==> config.mk <==
export PLATFORM = sky130hd
export DESIGN_NAME = seq_timing_unit_flat
export DESIGN_NICKNAME = d
export VERILOG_FILES = /design/src/rtl/cpu_pkg.sv /design/src/rtl/seq_timing_unit_if.sv /design/src/rtl/seq_timing_unit_dec3to8.sv /design/src/rtl/seq_timing_unit.sv /design/src/flat_wrapper.sv
export SDC_FILE = /design/constraint.sdc
export NUM_CORES = 1
export LEC_CHECK = 0
export CORE_MARGIN = 8
export CORE_UTILIZATION = 29
export DETAILED_ROUTE_END_ITERATION = 8
export HOLD_SLACK_MARGIN = 0.06
export PLACE_DENSITY = 0.75
export SKIP_LAST_GASP = 1
export SYNTH_ARGS = -nofsm -noshare
export SYNTH_HDL_FRONTEND = slang
export SYNTH_SLANG_ARGS = --single-unit
==> constraint.sdc <==
create_clock -name clk -period 1.26 [get_ports clk]
set_clock_uncertainty 0.15 [all_clocks]
set_input_delay 0.189 -clock clk [delete_from_list [all_inputs] [get_ports clk]]
set_output_delay 0.189 -clock clk [all_outputs]
set_load 0.01 [all_outputs]
==> src/rtl/cpu_pkg.sv <==
// Shared widths, IR field positions, opcode and timing indices for the basic-computer control path.
// Pure declarations: no latency, no flow control.
package cpu_pkg;

    localparam int SC_W = 3;
    localparam int IR_W = 16;
    localparam int TV_W = 1 << SC_W;

    localparam int I_BIT = 15;
    localparam int OP_HI = 14;
    localparam int OP_LO = 12;

    typedef enum logic [2:0] {
        OP_AND   = 3'd0,
        OP_ADD   = 3'd1,
        OP_LDA   = 3'd2,
        OP_STA   = 3'd3,
        OP_BUN   = 3'd4,
        OP_BSA   = 3'd5,
        OP_ISZ   = 3'd6,
        OP_REGIO = 3'd7
    } opcode_e;

    localparam int T0 = 0;
    localparam int T1 = 1;
    localparam int T2 = 2;
    localparam int T3 = 3;
    localparam int T4 = 4;
    localparam int T5 = 5;
    localparam int T6 = 6;
    localparam int T7 = 7;

    typedef enum logic {
        ST_HALT = 1'b0,
        ST_RUN  = 1'b1
    } run_state_e;

    // An interrupt is pending when enabled and either I/O flag is up.
    function automatic logic int_request(input logic ien, input logic fgi, input logic fgo);
        return ien & (fgi | fgo);
    endfunction

endpackage

==> src/rtl/seq_timing_unit_if.sv <==
// Control/status bundle between the sequencing stage and its environment.
// Plain wires: no latency, no backpressure.
interface seq_timing_unit_if;
    import cpu_pkg::*;

    logic            start;
    logic            stop;
    logic [IR_W-1:0] ir_in;
    logic            ir_ld;
    logic            sc_clr;
    logic            ien;
    logic            fgi;
    logic            fgo;
    logic [TV_W-1:0] dec_out1;
    logic [TV_W-1:0] dec_out2;
    logic            iff_data;
    logic            r;
    logic            s;
    logic [SC_W-1:0] sc;

    modport master (
        output start, stop, ir_in, ir_ld, sc_clr, ien, fgi, fgo,
        input  dec_out1, dec_out2, iff_data, r, s, sc
    );

    modport slave (
        input  start, stop, ir_in, ir_ld, sc_clr, ien, fgi, fgo,
        output dec_out1, dec_out2, iff_data, r, s, sc
    );

endinterface

==> src/rtl/seq_timing_unit_dec3to8.sv <==
// 3-to-8 one-hot decoder with enable; all-zero output when disabled.
// Combinational, no backpressure.
module dec3to8
    import cpu_pkg::*;
(
    input  logic [SC_W-1:0] sel_i,
    input  logic            en_i,
    output logic [TV_W-1:0] dec_o
);

    always_comb begin
        dec_o = '0;
        if (en_i) begin
            dec_o[sel_i] = 1'b1;
        end
    end

endmodule

==> src/rtl/seq_timing_unit.sv <==
// Start flop S, sequence counter SC, instruction register IR and interrupt flag R with T/D decode.
// Outputs follow registered state (IR loads visible next cycle); no backpressure, inputs act every cycle.
module seq_timing_unit
    import cpu_pkg::*;
(
    input  logic               clk,
    input  logic               rst_n,
    seq_timing_unit_if.slave   bus
);

    run_state_e      s_q, s_d;
    logic [SC_W-1:0] sc_q, sc_d;
    logic [IR_W-1:0] ir_q, ir_d;
    logic            r_q, r_d;

    logic            running;
    logic [TV_W-1:0] t_vec;
    logic [TV_W-1:0] d_vec;
    opcode_e         op;
    logic            r_set;
    logic            r_clr;

    assign running = (s_q == ST_RUN);
    assign op      = opcode_e'(ir_q[OP_HI:OP_LO]);

    // Timing decode is gated by S so nothing fires while halted.
    dec3to8 u_tdec (
        .sel_i (sc_q),
        .en_i  (running),
        .dec_o (t_vec)
    );

    dec3to8 u_ddec (
        .sel_i (op),
        .en_i  (1'b1),
        .dec_o (d_vec)
    );

    // t_vec is already S-gated, so R can neither set nor clear while halted.
    assign r_set = running && !t_vec[T0] && !t_vec[T1] && !t_vec[T2]
                   && int_request(bus.ien, bus.fgi, bus.fgo);
    assign r_clr = r_q && t_vec[T2];

    always_comb begin
        s_d = s_q;
        if (bus.stop) begin
            s_d = ST_HALT;
        end else if (bus.start) begin
            s_d = ST_RUN;
        end

        sc_d = sc_q;
        if (bus.sc_clr) begin
            sc_d = '0;
        end else if (running) begin
            sc_d = sc_q + 1'b1;
        end

        ir_d = bus.ir_ld ? bus.ir_in : ir_q;

        r_d = r_q;
        if (r_clr) begin
            r_d = 1'b0;
        end else if (r_set) begin
            r_d = 1'b1;
        end
    end

    always_ff @(posedge clk or negedge rst_n) begin
        if (!rst_n) begin
            s_q  <= ST_HALT;
            sc_q <= '0;
            ir_q <= '0;
            r_q  <= 1'b0;
        end else begin
            s_q  <= s_d;
            sc_q <= sc_d;
            ir_q <= ir_d;
            r_q  <= r_d;
        end
    end

    assign bus.dec_out1 = t_vec;
    assign bus.dec_out2 = d_vec;
    assign bus.iff_data = ir_q[I_BIT];
    assign bus.r        = r_q;
    assign bus.s        = running;
    assign bus.sc       = sc_q;

endmodule

==> src/flat_wrapper.sv <==
// flat-port wrapper written by rule: the top's interface ports become plain ports
module seq_timing_unit_flat import cpu_pkg::*;
  (clk, rst_n, bus_start, bus_stop, bus_ir_in, bus_ir_ld, bus_sc_clr, bus_ien, bus_fgi, bus_fgo, bus_dec_out1, bus_dec_out2, bus_iff_data, bus_r, bus_s, bus_sc);
  seq_timing_unit_if bus_i ();
  input  logic clk;
  input  logic rst_n;
  input wire logic [$bits(bus_i.start)-1:0] bus_start;
  input wire logic [$bits(bus_i.stop)-1:0] bus_stop;
  input wire logic [$bits(bus_i.ir_in)-1:0] bus_ir_in;
  input wire logic [$bits(bus_i.ir_ld)-1:0] bus_ir_ld;
  input wire logic [$bits(bus_i.sc_clr)-1:0] bus_sc_clr;
  input wire logic [$bits(bus_i.ien)-1:0] bus_ien;
  input wire logic [$bits(bus_i.fgi)-1:0] bus_fgi;
  input wire logic [$bits(bus_i.fgo)-1:0] bus_fgo;
  output wire logic [$bits(bus_i.dec_out1)-1:0] bus_dec_out1;
  output wire logic [$bits(bus_i.dec_out2)-1:0] bus_dec_out2;
  output wire logic [$bits(bus_i.iff_data)-1:0] bus_iff_data;
  output wire logic [$bits(bus_i.r)-1:0] bus_r;
  output wire logic [$bits(bus_i.s)-1:0] bus_s;
  output wire logic [$bits(bus_i.sc)-1:0] bus_sc;
  assign bus_i.start = bus_start;
  assign bus_i.stop = bus_stop;
  assign bus_i.ir_in = bus_ir_in;
  assign bus_i.ir_ld = bus_ir_ld;
  assign bus_i.sc_clr = bus_sc_clr;
  assign bus_i.ien = bus_ien;
  assign bus_i.fgi = bus_fgi;
  assign bus_i.fgo = bus_fgo;
  assign bus_dec_out1 = bus_i.dec_out1;
  assign bus_dec_out2 = bus_i.dec_out2;
  assign bus_iff_data = bus_i.iff_data;
  assign bus_r = bus_i.r;
  assign bus_s = bus_i.s;
  assign bus_sc = bus_i.sc;
  seq_timing_unit u_core (.clk(clk), .rst_n(rst_n), .bus(bus_i));
endmodule
# ---- Word-level counts from Yosys, hierarchy flattened
# Cells that the tools add are included.
dict set report word_totals {
  ff_bits 21
  output_inout_bits 22
  elab_cells 35
}
dict set report op_classes {
  addsub 1
  order_cmp 4
  n_mux 11
  bitwise 2
  reduce_logical 13
}
# operator n
set ops {}
lappend ops {{$lt A3 B4 Y1 const B} 2}
lappend ops {{$mux W8} 1}
lappend ops {{$logic_and A1 B1 Y1} 7}
lappend ops {{$demux W1 S3} 2}
lappend ops {{$ge A3 B1 Y1 const B} 2}
lappend ops {{$mux W1} 6}
lappend ops {{$mux W3} 2}
lappend ops {{$reduce_bool A2 Y1} 3}
lappend ops {{$add A3 B1 Y3 const B} 1}
lappend ops {{$logic_not A1 Y1} 3}
lappend ops {{$and A1 B1 Y1} 1}
lappend ops {{$or A1 B1 Y1} 1}

# ---- Longest topological paths before layout
# Gate-level depths: netlist of the first run.
dict set report logic_depth {
  ltp_word 12
  depth_mapped 3
  mapped_depth_nobuf 3
}

# ---- By module
# A second synthesis of the first run with hierarchy kept.
dict set report hier_totals {
  cells_unflattened 44
  hier_area_um2 565.5
}
# mod n_inst cells_per_inst area_each_um2
set by_module_without_submodules {}
lappend by_module_without_submodules {seq_timing_unit 1 28 375.4}
lappend by_module_without_submodules {dec3to8 2 8 95.1}

# ---- Worst setup path after synthesis of the first run
# Ideal clock, no wire load.
dict set report synth_path {
  path_type {flip-flop to output port}
  startpoint {register u_core.s_q (netlist: u_core.bus.s)}
  endpoint {output port bus_dec_out1[3]}
  arrival_ps 993
  t_required_ps 921
  slack_ps -72
  path_stages_with_launch 4
  path_buffers 1
  cell_sequence {dfrtp_1 > buf_2 > nand2_1 > nor3b_1}
}
dict set report synth_via {
  elab_chain_len 1
}
# element line_no
set synth_rtl {}
lappend synth_rtl {{start, declared} seq_timing_unit.sv:11} ;# run_state_e s_q, s_d;
lappend synth_rtl {{start signal, assigned} seq_timing_unit.sv:71} ;# s_q <= ST_HALT;
lappend synth_rtl {{start signal, assigned} seq_timing_unit.sv:76} ;# s_q <= s_d;
lappend synth_rtl {{$mux W8} seq_timing_unit_dec3to8.sv:13} ;# if (en_i) begin
lappend synth_rtl {{end, declared} flat_wrapper.sv:15} ;# output wire logic [$bits(bus_i.dec_out1)-1:0] bus_dec_out1;
# Every way passes these cells.

# ---- Worst setup path in the final report of the first run
dict set report layout_path {
  startpoint {register u_core.sc_q[2] (netlist: u_core.bus.sc[2])}
  endpoint {output port bus_dec_out1[2]}
}
dict set report layout_via {
  elab_chain_len 5
  elab_cells_between_ends 6
  classes_between {2 x order compare; 3 x mux; 1 x reduce/logical}
}
# element line_no
set layout_rtl {}
lappend layout_rtl {{start, declared} seq_timing_unit.sv:12} ;# logic [SC_W-1:0] sc_q, sc_d;
lappend layout_rtl {{start signal, assigned} seq_timing_unit.sv:72} ;# sc_q <= '0;
lappend layout_rtl {{start signal, assigned} seq_timing_unit.sv:77} ;# sc_q <= sc_d;
lappend layout_rtl {{$lt A3 B4 Y1 (not written as such) or $ge A3 B1 Y1 (tied branches)} seq_timing_unit_dec3to8.sv:14} ;# dec_o[sel_i] = 1'b1;
lappend layout_rtl {{$logic_and A1 B1 Y1 (not written as such)} seq_timing_unit_dec3to8.sv:14}
lappend layout_rtl {{$mux W1 (not written as such)} seq_timing_unit_dec3to8.sv:14}
lappend layout_rtl {{$demux W1 S3 (*)} seq_timing_unit_dec3to8.sv:14}
lappend layout_rtl {{$mux W8 (*)} seq_timing_unit_dec3to8.sv:13}
# Every way passes the cells marked *; elsewhere a longest branch is shown, timed or not.

==> metrics.yaml, run 1 <==
finalWorstPathRequiredPeriod_ns: 1.61
worstPathMaxFanout: 3
violations: "negative setup slack"
core.rowCount: 15
firstDrtPassIters: 4
worst_slew_pin_slew_ns: 0.403
path_clk_slew_ns: 0.07
cp-end-kind: "output port"
clkLatencyLatePin_ns: 0.27
hold_path_class: "in2async"
grt_antenna_before_repair: 0
hold_viol: 0
htreeDepth: 1
avgSynthCellArea_sq_um: 10.2
clock.fmax_ghz: 0.621
vias: 633
clockRootBuffer: "clkbuf_4"
dp_hpwl_mm: 1.24
synth_xor_area_share_pct: 0
grt_max_degree: 10
num_io_pins: 47
drv_slew: 0
max_slew_margin_pct: 73.1
setup_ws_ns: -0.350
synth_top_cell_area_share_pct: 45.1
r2r-end: "u_core.bus.sc[2]"
nets: 141
core-area_sq_um: 1670
start_kind: "register"
grt.total_usage_pct: 12.7
synth_top_family_by_area: "simple AND/OR/NAND/NOR gates"
port_buffers: 34
start_util_pct: 29.9
area_delta_synth_final_pct: 139
die_y_microns: 57.5
grt-ovfl-total: 0
fillers: 106
p_per_area_nw_per_um2: 755
wl_per_cell_microns: 17.9
synth_compound_area_share_pct: 8.02
power_leakage_uw: 0.000566
rsz0062_at_grt: "yes"
yosys.area.top_type: "dfrtp_1"
ir_drop_mv: 0.576
place_congestion: 0.727
hold_ws_ns: 0.0577
drive_gt1_share_pct: 72.8
synth_warnings: 0
clock-sinks: 9
setup_viol: 24
syn_nets: 75
required_ns: 0.92
syn_inst: 49
fin_cells: 131
clock_path_buffers: 2
synthAdderAreaFrac_pct: 2.51
final_cell_mix: "buf_6, buf_2, clkdlybuf4s50_1, buf_4, nor2_1"
crit_path_start: "u_core.bus.sc[2]"
ant_nets: 0
chipWidth_microns: 57.5
cts_tree: "done"
vias_per_cell: 4.83
wirelength_mm: 2.34
path_class: "reg2out"
fin_area_sq_um: 1190
synth_top_cells_by_area: "dfrtp_1, mux2_2, nor2_1, nor3b_1, nor3_1"
synthMuxAreaShare_pct: 11.0
layout_commonest_cell: "buf_6"
dpl_cell_area_sq_um: 946
antenna_cells: 0
dieArea_sq_um: 3310
period_share_pct: 128
synth_cell_types: 19
seq_area_frac_synth_pct: 45.1
reg2reg_slack_ns: -0.18
synth-simple-area-share_pct: 31.6
cts_made_buffers: 3
multi_input_area_sq_um: 367
route.detailed.drc: 0
grt_pass1_wl_mm: 3.25
synth-seq-cells: 9
seqCellArea_sq_um: 231
grt_pass1_vias: 648
drv_cap: 0
syn-cell-area_sq_um: 499
drt_first_iter_violations: 3
dp.cells: 109
rr_startpoint: "u_core.bus.sc[1]"
rr_worst_depth: 5
worstPathArrival_ns: 1.27
status: "finished, violations left"
ctsHoldBuffers: 0
-- worst max-delay path by stage --
stage,endpoint,depth (start not counted)
2_1_floorplan,bus_dec_out1[3],3
3_3_place_gp,bus_dec_out1[0],3
3_5_place_dp,bus_dec_out1[6],3
4_1_cts,bus_dec_out1[2],3
5_1_grt,bus_dec_out1[2],3
6_report,bus_dec_out1[2],3
-- routing by layer --
layer / up-vias / GRT usage, % / part of all wire [%]
li1: 305 / - / -
met1: 302 / 12.9 / 37
met2: 22 / 22.3 / 56
met3: 4 / 5.16 / 5.5
met4: 0 / 5.71 / 1.7
met5: - / 0 / 0
-- report_power, final --
group,switching [uW],internal [uW],total (uW)
logic,129,204,333
registers,25.6,312,337
clock network,108,122,230
-- sequential cells by signal, summed over array words and instances (netlist names) --
register / cells
u_core.ir_q: 4
u_core.bus.sc: 3
u_core.bus.r: 1
u_core.bus.s: 1
-- layout make-up --
cell class                 instances  area share (%)
tap                               17            1.78
clock buffer                       4            2.20
multi-input combinational         38            30.7
timing repair buffer              62            45.5
inverter                           1           0.315
sequential                         9            19.4
-- critical path: stages, from the launching register on --
cell      delay (ns)
dfrtp_1         0.41
buf_6           0.13
and4bb_4        0.35
buf_6           0.11
-- what timing repair did --
action                                 4_1_cts  5_1_grt
setup buffers                               11       10
endpoints found under the hold margin        0        0
setup endpoints to repair                   24       25
resized for setup                          110       22
pin swaps                                    6       11
-- stage by stage --
step / power (uW) / util (%) / setup TNS (ns) / setup WS (ns)
after floorplan: 417 / - / 0 / 0.00192
after global placement: 559 / 56.6 / -6.10 / -0.393
after detailed placement: 564 / 56.6 / -6.36 / -0.389
after CTS: 836 / 63.2 / -3.48 / -0.262
after global routing: 951 / 71.4 / -5.77 / -0.382
final: 901 / 71.4 / -4.68 / -0.350
-- kinds of logic (layout without fill, tap and decap cells) --
family	after synthesis	count (layout)
mux	5	5
buf+inv	2	67
flops	9	9
simple gates	27	27
compound gates	5	5
fa+ha+maj	1	1
-- Yosys cell counts, drive strengths merged --
library cell	number
a211oi	1
a21bo	1
a21oi	2
and3	1
and3b	2
and4bb	1
buf	1
dfrtp	9
ha	1
inv	1
mux2	4
mux2i	1
nand2	3
nand2b	3
nand3b	1
nor2	8
nor3	4
nor3b	4
o211ai	1
(Power assumes the default switching activity.)
==> run 2: changes to the inputs <==
--- a/config.mk
+++ b/config.mk
@@ -5,7 +5,8 @@
 export SDC_FILE = /design/constraint.sdc
 export NUM_CORES = 1
 export LEC_CHECK = 0
-export CORE_MARGIN = 8
+export CORE_ASPECT_RATIO = 1.1
+export CORE_MARGIN = 5
 export CORE_UTILIZATION = 29
 export DETAILED_ROUTE_END_ITERATION = 8
 export HOLD_SLACK_MARGIN = 0.06
==> metrics.yaml, run 2 (synthesized netlist as in run 1, its figures left out) <==
status: "finished, violations left"
violations: "negative setup slack"
power_leakage_uw: 0.000529
path_clk_slew_ns: 0.06
cp-end-kind: "output port"
clock.fmax_ghz: 0.667
route.detailed.drc: 0
cts_tree: "done"
cp_top_family: "flip-flops"
worstPathArrival_ns: 1.16
antenna_cells: 0
grt-ovfl-total: 0
hold_viol: 0
clkLatencyLatePin_ns: 0.25
rsz0062_at_grt: "yes"
crit_path_top_delay_cell: "dfrtp_2"
clock-sinks: 9
drive_gt1_share_pct: 69.2
clockRootBuffer: "clkbuf_4"
drv_cap: 0
internal-power_uw: 619
max_flop_register: "u_core.ir_q"
vias: 580
pwr-share-seq_pct: 38.9
clock_path_buffers: 2
hold_ws_ns: 0.0749
chipWidth_microns: 49.6
ctsHoldBuffers: 0
layout_commonest_cell: "buf_6"
p_sw_share_pct: 28.4
place_congestion: 0.684
nets: 134
cp_cell_sequence: "buf_6 -> nor3b_2 -> buf_2"
drt_first_iter_violations: 3
p_comb_share_pct: 35.2
fillers: 118
path_class: "reg2out"
grt_antenna_before_repair: 0
dp_slack_ns: -0.357
worst_slew_pin_slew_ns: 0.399
cts_made_buffers: 3
area_delta_synth_final_pct: 124
vias_per_cell: 4.68
dieArea_sq_um: 2650
p_per_area_nw_per_um2: 771
finalWorstPathRequiredPeriod_ns: 1.50
setup_viol: 23
start_kind: "register"
grt_max_degree: 10
max_slew_margin_pct: 73.3
largest_register_ffs: 4
crit_buf_inv: 2
num_io_pins: 47
htreeDepth: 1
ant_nets: 0
worstPathMaxFanout: 6
grt_pass1_vias: 588
start_util_pct: 31.3
power.switching_uw: 245
drv_slew: 0
core-area_sq_um: 1600
grt.total_usage_pct: 12.7
grt_pass1_wl_mm: 2.63
firstDrtPassIters: 2
die_y_microns: 53.5
wl_per_cell_microns: 14.3
final_cell_mix: "buf_6, buf_2, clkdlybuf4s50_1"
required_ns: 0.92
wirelength_mm: 1.77
core.rowCount: 15
ir_drop_mv: 0.834
port_buffers: 34
clockPowerShare_pct: 25.9
setup_ws_ns: -0.239
max_stage_delay_ns: 0.44
power_uw: 864
period_share_pct: 119
hold_path_class: "in2async"
-- run 2: changes by cell type in the layout (fill, tap and decap cells not counted), sizes merged --
| cell | before | now |
|---|---|---|
| buf | 48 | 41 |
-- run 2: what timing repair did --
item                       in CTS  in global routing
setup buffers                  11                  4
pin swaps                       7                 11
resized for setup             112                 15
setup endpoints to repair      24                 25
-- run 2: cell type report --
type,count,area [sq um],area share (%)
repair buffers,55,477,42.6
multi-input cells,38,362,32.3
flip-flops and latches,9,230,20.6
clock buffers,4,26.3,2.35
well taps,17,21.3,1.90
inverters,1,3.75,0.335
-- run 2: worst paths after layout --
kind                                      start               end  slack (ns)  depth (start not counted)
worst max-delay path            u_core.ir_q[13]   bus_dec_out2[4]       -0.24                          3
worst min-delay path                      rst_n  u_core.bus.sc[0]        0.07                          1
worst max register to register     u_core.bus.s      u_core.bus.r       -0.03                          5
worst min register to register  u_core.ir_q[15]   u_core.ir_q[15]        0.37                          1
max in group asynchronous                 rst_n   u_core.ir_q[14]        0.58                          1
min in group clk                       bus_stop      u_core.bus.s        0.31                          2
-- run 2: layer usage --
metal  vias to the layer above  wire, microns  global-route usage [%]
met2                        15            922                    23.9
met5                         -              0                       0
li1                        289              -                       -
met1                       274            735                    13.1
met4                         0             16                    5.24
met3                         2             95                    3.66
-- run 2: power by group through the flow --
stage	Combinational, uW	Sequential, uW	Clock, uW
floorplan	74.3	343	0
global placement	214	342	0
detailed placement	215	343	0
CTS	275	335	231
global route	325	341	252
finish	304	336	224
-- run 2: stage by stage --
step	util [%]	std cells	TNS (ns)	area, sq um
after floorplan	-	49	0	514
after global placement	58.4	107	-5.95	931
after detailed placement	58.4	107	-6.28	931
after CTS	66.3	122	-2.97	1060
after global routing	70.2	124	-4.32	1120
final	70.2	124	-3.07	1120
